==> config.mk <==
export PLATFORM = sky130hd
export DESIGN_NAME = icosoc_mod_eventplay
export DESIGN_NICKNAME = d
export VERILOG_FILES = /design/src/rtl/icosoc_mod_eventplay.sv
export SDC_FILE = /design/constraint.sdc
export NUM_CORES = 1
export LEC_CHECK = 0
export BUFFER_PORTS_ARGS = -buffer_cell sky130_fd_sc_hd__buf_2
export CELL_PAD_IN_SITES_DETAIL_PLACEMENT = 0
export CELL_PAD_IN_SITES_GLOBAL_PLACEMENT = 1
export CORE_ASPECT_RATIO = 0.6
export CORE_MARGIN = 2
export CORE_UTILIZATION = 49
export DETAILED_ROUTE_END_ITERATION = 8
export PLACE_DENSITY_LB_ADDON = 0.1
export SLEW_MARGIN = 5
export SYNTH_ARGS = -nofsm -noshare
export SYNTH_HDL_FRONTEND = slang
export SYNTH_SLANG_ARGS = --single-unit
==> constraint.sdc <==
create_clock -name clk -period 6.1 [get_ports clk]
set_input_delay 0.915 -clock clk [delete_from_list [all_inputs] [get_ports clk]]
set_output_delay 0.915 -clock clk [all_outputs]
set_load 0.03 [all_outputs]
==> src/rtl/icosoc_mod_eventplay.sv <==
// Timestamped GPIO event player: bus-loaded {timestamp, value} FIFO replayed against a free-running counter.
// Optional build macro EVENTPLAY_IRQ_EN adds the irq output and the THRESH register at 0x14.
module icosoc_mod_eventplay #(
    parameter int DEPTH = 16,
    parameter int TS_W  = 48,
    parameter int IO_W  = 16
) (
    input  logic            clk,
    input  logic            reset,
    input  logic            ctrl_wr,
    input  logic            ctrl_rd,
    input  logic [15:0]     ctrl_addr,
    input  logic [31:0]     ctrl_wdat,
    output logic [31:0]     ctrl_rdat,
    output logic            ctrl_done,
    output logic [IO_W-1:0] io_out
`ifdef EVENTPLAY_IRQ_EN
    ,
    output logic            irq
`endif
);

    localparam int AW = $clog2(DEPTH);
    localparam int PW = AW + 1;
    localparam int HW = TS_W - 32;

    localparam logic [15:0] ADDR_CTRL   = 16'h0004;
    localparam logic [15:0] ADDR_COUNT  = 16'h0008;
    localparam logic [15:0] ADDR_PUSH   = 16'h000C;
    localparam logic [15:0] ADDR_FLUSH  = 16'h0010;
`ifdef EVENTPLAY_IRQ_EN
    localparam logic [15:0] ADDR_THRESH = 16'h0014;
`endif

    logic [TS_W-1:0] counter_q, counter_d;
    logic            run_q, run_d;
    logic            late_q, late_d;
    logic            ovf_q, ovf_d;
    logic            t8_q, t8_d;
    logic            tc_q, tc_d;
    logic [31:0]     snap_q, snap_d;
    logic [IO_W-1:0] pend_val_q, pend_val_d;
    logic [HW-1:0]   pend_hi_q, pend_hi_d;
    logic [PW-1:0]   wptr_q, wptr_d;
    logic [PW-1:0]   rptr_q, rptr_d;
    logic [IO_W-1:0] io_out_q, io_out_d;
    logic [31:0]     rdat_q, rdat_d;
    logic            done_q, done_d;
`ifdef EVENTPLAY_IRQ_EN
    logic [PW-1:0]   thresh_q, thresh_d;
    logic            irq_q, irq_d;
`endif

    logic [TS_W-1:0] fifo_ts_q  [DEPTH];
    logic [IO_W-1:0] fifo_val_q [DEPTH];

    logic [PW-1:0]   fill;
    logic            empty;
    logic            full;
    logic [TS_W-1:0] head_ts;
    logic [IO_W-1:0] head_val;
    logic            acc;
    logic            is_rd;
    logic            is_wr;
    logic            flush;
    logic            fire;
    logic            push_en;
    logic [4:0]      status;

    assign fill     = wptr_q - rptr_q;
    assign empty    = (fill == '0);
    assign full     = (fill == PW'(DEPTH));
    assign head_ts  = fifo_ts_q[rptr_q[AW-1:0]];
    assign head_val = fifo_val_q[rptr_q[AW-1:0]];
    assign acc      = (ctrl_wr || ctrl_rd) && !done_q;
    assign is_rd    = acc && ctrl_rd;
    assign is_wr    = acc && !ctrl_rd;
    assign flush    = is_wr && (ctrl_addr == ADDR_FLUSH);
    // A flush in the same cycle suppresses playback so io_out stays untouched by the flush.
    assign fire     = run_q && !empty && (counter_q >= head_ts) && !flush;
    assign status   = {ovf_q, late_q, full, empty, run_q};

    always_comb begin
        counter_d  = run_q ? counter_q + TS_W'(1) : counter_q;
        run_d      = run_q;
        late_d     = late_q;
        ovf_d      = ovf_q;
        t8_d       = t8_q;
        tc_d       = tc_q;
        snap_d     = snap_q;
        pend_val_d = pend_val_q;
        pend_hi_d  = pend_hi_q;
        wptr_d     = wptr_q;
        rptr_d     = rptr_q;
        io_out_d   = io_out_q;
        rdat_d     = '0;
        done_d     = acc;
        push_en    = 1'b0;
`ifdef EVENTPLAY_IRQ_EN
        thresh_d   = thresh_q;
        irq_d      = run_q && (fill <= thresh_q);
`endif

        if (fire) begin
            rptr_d   = rptr_q + PW'(1);
            io_out_d = head_val;
            if (counter_q > head_ts) late_d = 1'b1;
        end

        if (is_rd) begin
            case (ctrl_addr)
                ADDR_CTRL: rdat_d = {27'b0, status};
                ADDR_COUNT: begin
                    if (!t8_q) begin
                        rdat_d = 32'(counter_q[TS_W-1:32]);
                        snap_d = counter_q[31:0];
                    end else begin
                        rdat_d = snap_q;
                    end
                    t8_d = !t8_q;
                end
                ADDR_PUSH: rdat_d = 32'(DEPTH) - 32'(fill);
`ifdef EVENTPLAY_IRQ_EN
                ADDR_THRESH: rdat_d = 32'(thresh_q);
`endif
                default: rdat_d = '0;
            endcase
        end

        if (is_wr) begin
            case (ctrl_addr)
                ADDR_CTRL: begin
                    run_d = ctrl_wdat[0];
                    if (ctrl_wdat[3]) late_d = 1'b0;
                    if (ctrl_wdat[4]) ovf_d = 1'b0;
                end
                ADDR_COUNT: begin
                    // A bus load replaces this cycle's increment.
                    if (!t8_q) counter_d = {ctrl_wdat[HW-1:0], counter_q[31:0]};
                    else       counter_d = {counter_q[TS_W-1:32], ctrl_wdat};
                    t8_d = !t8_q;
                end
                ADDR_PUSH: begin
                    if (!tc_q) begin
                        pend_val_d = ctrl_wdat[16 +: IO_W];
                        pend_hi_d  = ctrl_wdat[HW-1:0];
                        tc_d       = 1'b1;
                    end else begin
                        // A simultaneous pop frees the head slot, so a full FIFO still accepts.
                        if (!full || fire) begin
                            push_en = 1'b1;
                            wptr_d  = wptr_q + PW'(1);
                        end else begin
                            ovf_d = 1'b1;
                        end
                        tc_d = 1'b0;
                    end
                end
                ADDR_FLUSH: begin
                    wptr_d = '0;
                    rptr_d = '0;
                    t8_d   = 1'b0;
                    tc_d   = 1'b0;
                end
`ifdef EVENTPLAY_IRQ_EN
                ADDR_THRESH: thresh_d = ctrl_wdat[PW-1:0];
`endif
                default: ;
            endcase
        end
    end

    always_ff @(posedge clk) begin
        if (reset) begin
            counter_q <= '0;
            run_q     <= 1'b0;
            late_q    <= 1'b0;
            ovf_q     <= 1'b0;
            t8_q      <= 1'b0;
            tc_q      <= 1'b0;
            wptr_q    <= '0;
            rptr_q    <= '0;
            io_out_q  <= '0;
            rdat_q    <= '0;
            done_q    <= 1'b0;
`ifdef EVENTPLAY_IRQ_EN
            thresh_q  <= '0;
            irq_q     <= 1'b0;
`endif
        end else begin
            counter_q <= counter_d;
            run_q     <= run_d;
            late_q    <= late_d;
            ovf_q     <= ovf_d;
            t8_q      <= t8_d;
            tc_q      <= tc_d;
            wptr_q    <= wptr_d;
            rptr_q    <= rptr_d;
            io_out_q  <= io_out_d;
            rdat_q    <= rdat_d;
            done_q    <= done_d;
`ifdef EVENTPLAY_IRQ_EN
            thresh_q  <= thresh_d;
            irq_q     <= irq_d;
`endif
        end
    end

    // Data-only holding registers; their contents are meaningless until the matching first access.
    always_ff @(posedge clk) begin
        snap_q     <= snap_d;
        pend_val_q <= pend_val_d;
        pend_hi_q  <= pend_hi_d;
    end

    always_ff @(posedge clk) begin
        if (push_en) begin
            fifo_ts_q[wptr_q[AW-1:0]]  <= {pend_hi_q, ctrl_wdat};
            fifo_val_q[wptr_q[AW-1:0]] <= pend_val_q;
        end
    end

    assign ctrl_rdat = rdat_q;
    assign ctrl_done = done_q;
    assign io_out    = io_out_q;
`ifdef EVENTPLAY_IRQ_EN
    assign irq       = irq_q;
`endif

endmodule

==> flow_summary.toml <==
[outcome]
status = "complete, no violations"

[logic_synthesis]
synth_compound_area_share_pct = 2.75
synth_fa_ha_area_share_pct = 1.68
ys_async_sr_fraction_pct = 0
muxShareOfSynthArea_pct = 16.2
synth_edf_count = 1088
synthCells = 2385
synth_top_family_by_area = "multiplexers"
ys_seq_area_share_pct = 73.7
synthXorXnorAreaFrac_pct = 0.277
synth_top_area_cell = "edfxtp_1"
netlist.area_leader.share_pct = 69.0
synth_fp_nets = 2500
synth-seq-cells = 1200
ys_warn_count = 0
netlist_area_um2 = 47400
ys_types = 72
syn_avg_cell_area_um2 = 19.9
synthTopCellsByArea = "edfxtp_1 69%, mux4_2 15%, dfxtp_1 4.7%"
synth_flop_cell = "edfxtp_1"
synth-simple-area-share_pct = 3.88

[sta]
period_needed_ns = 5.40
hold_violations = 0
fmax_ghz = 0.185
setup_tns_ns = 0
fin_worst_skew_ns = 0.0339
final.period_utilization_pct = 88.6
worst_slew_pin_slew_ns = 0.994
finalSetupViolations = 0
final_max_slew_viol_count = 0
rsz0062_at_grt = "false"
maxSlewHeadroom_pct = 33.5

[detailed_routing]
drc = 0
drtIter0Drc = 2773
post_drt_wl_per_cell_um = 30.3
viasPerCell = 6.09
num_vias = 24100
ant_nets = 0
drtPass1Iterations = 7
totalWireLength_um = 120000

[critical_path]
crit_chain = "buf_4 > mux4_2 > mux4_2 > inv_1 > ha_1 > and4_1 > and2_1 > a221oi_2 > o211ai_1 > nor3_2 > a21o_1 > a21oi_2 > buf_4 > and3_4 > buf_12"
worst-path-buf-inv = 4
cpLargestDelayFamily = "simple AND/OR/NAND/NOR gates"
reg2reg_depth = 15
endpoint_kind = "flip-flop"
worst_path_max_delay_cell = "dfxtp_4"
rr_startpoint = "rptr_q[0]"
worst_ep_arrival_time_ns = 5.81
max_stage_delay_ns = 0.75
r2r_slack_ns = 0.70
cp.required_ns = 6.50
start_kind = "flip-flop"
crit_type = "flip-flop to flip-flop"
critPathMaxFanout = 29
r2r_end = "fifo_ts_q[7][22]"

[layout]
fillers = 7227
regArea_um2 = 34900
final_common_cell = "edfxtp_1"
drive_gt1_share_pct = 27.1
multi_input_area_um2 = 11900
final_nets = 2678
final_util_pct = 56.1
final_cell_mix = "1088 x edfxtp_1, 320 x mux4_2, 114 x clkbuf_16, 110 x a21oi_1, 109 x dfxtp_1"
area_growth_pct = 13.7

[grt]
grt-ovfl-total = 0
grt_pass1_vias = 24200
grt_pass1_wl_um = 175000
grt_antenna_before_repair = 6
grt_max_degree = 65
grt_usage_pct = 24.6

[die]
rows = 88
start_util_pct = 49.3
die_w_um = 405
ios = 101
dieArea_um2 = 99300
die_h_um = 245
core_um2 = 96000

[clock_tree]
clock_sinks = 1200
clk_pin_slew_ns = 0.06
cts-resized-gates = 0
post_cts_buffers = 0
cts_tree = "done"
cts_hold_buf = 0
numCtsBuffers = 108
clock_latency_ns = 0.71
cts.htree.levels = 3
root_buffer = "clkbuf_16"
cts_buffer_depth = 3

[power_and_ir_drop]
vdd_drop_max_uv = 222
powerDensity_nw_per_um2 = 295
p_leak_nw = 16.9
power_w = 0.0159

[placed_design]
hpwl_um = 71600
gp_congestion = 0.852
port_buffers = 100

[hold_path]
worst_hold_path_type = "flip-flop to flip-flop"
whs_path_depth = 2
min_to = "ovf_q"
hp-start = "ovf_q"

[run]
cap_violations = 0
synth_stat cells, drive strengths merged (2+ instances only):
cell,number
ha,62
xor2,3
buf,50
inv,67
o22a,3
nor4,23
nor3,26
or3b,2
a21o,9
nand3,33
nor2,94
o21bai,5
or3,4
xnor2,12
a2111oi,4
nor2b,4
clkbuf,61
a22oi,4
o21ai,33
edfxtp,1088
mux2,11
a21oi,112
o311ai,2
a211oi,15
o31ai,2
nor3b,4
nand2b,4
a221oi,5
nand4,14
and2,7
o211ai,8
or4,2
o2111ai,2
mux2i,33
and3,31
nand2,93
and4,7
mux4,320
o311a,2
a31oi,3
dfxtp,112
sequential cells by signal (all words and copies together) (netlist names):
register / count
counter_q: 48
ctrl_done: 1
ctrl_rdat: 32
fifo_ts_q: 768
fifo_val_q: 256
io_out: 16
late_q: 1
ovf_q: 1
pend_hi_q: 16
pend_val_q: 16
rptr_q: 5
run_q: 1
snap_q: 32
t8_q: 1
tc_q: 1
wptr_q: 5
cells by family after synthesis:
family	count (synthesis)
buffers and inverters	179
AO/OA/AOI/OAI	212
XOR/XNOR	15
AND/OR/NAND/NOR	352
multiplexers	364
flip-flops	1200
adder cells (fa/ha/maj)	63
worst max path at each step:
stage               startpoint                end  slack, ns  cells past startpoint
finish               rptr_q[0]   fifo_ts_q[7][22]       0.70                     15
global route         rptr_q[0]  fifo_ts_q[12][11]       0.42                     15
CTS                  rptr_q[0]   fifo_ts_q[7][22]       0.69                     15
detailed placement   rptr_q[0]  fifo_ts_q[11][30]       0.72                     15
global placement     rptr_q[0]   fifo_ts_q[7][14]       0.72                     16
floorplan            rptr_q[0]   fifo_ts_q[11][0]       0.40                     16
layer usage:
layer  part of all wire (%)  wire [µm]  global-route usage, %
met3                    6.9       8280                   3.80
met1                     46      55100                   38.5
met5                      0          0                      0
met4                    1.6       1930                   4.77
met2                     46      54900                   37.2
worst reg2reg max path: cells and delay by family (launching register included):
kind | cells | cell delay, ns
flip-flops | 1 | 0.75
adder cells (fa/ha/maj) | 1 | 0.25
AO/OA/AOI/OAI | 4 | 0.74
AND/OR/NAND/NOR | 4 | 1.17
multiplexers | 2 | 1.09
buffers and inverters | 4 | 1.09
layout make-up:
cell class                 count  share of cell area (%)
clock buffer                 149                    5.74
multi-input combinational   1006                    22.0
timing repair buffer         179                    2.99
sequential                  1200                    64.8
inverter                      68                   0.483
tap                         1305                    3.03
clock inverter                55                   0.908
antenna                        1                 0.00465
where the power goes:
group	internal [W]	total, W	switching (W)
Combinational	0.0000182	0.000125	0.000106
Clock	0.00385	0.00686	0.00302
Sequential	0.00889	0.00889	0.000000653
Total	0.0128	0.0159	0.00312
metrics by stage:
stage | area, µm² | hold WS, ns | setup slack, ns | std cells
5_1_grt | 53900 | 0.488 | 0.421 | 3962
3_5_place_dp | 50300 | 0.453 | 0.716 | 3758
2_1_floorplan | 47400 | 0.431 | 0.401 | 2385
4_1_cts | 53900 | 0.455 | 0.688 | 3962
6_report | 53900 | 0.462 | 0.697 | 3963
3_3_place_gp | 50300 | 0.446 | 0.717 | 3758
No activity file was read; power rests on OpenSTA's default activity.
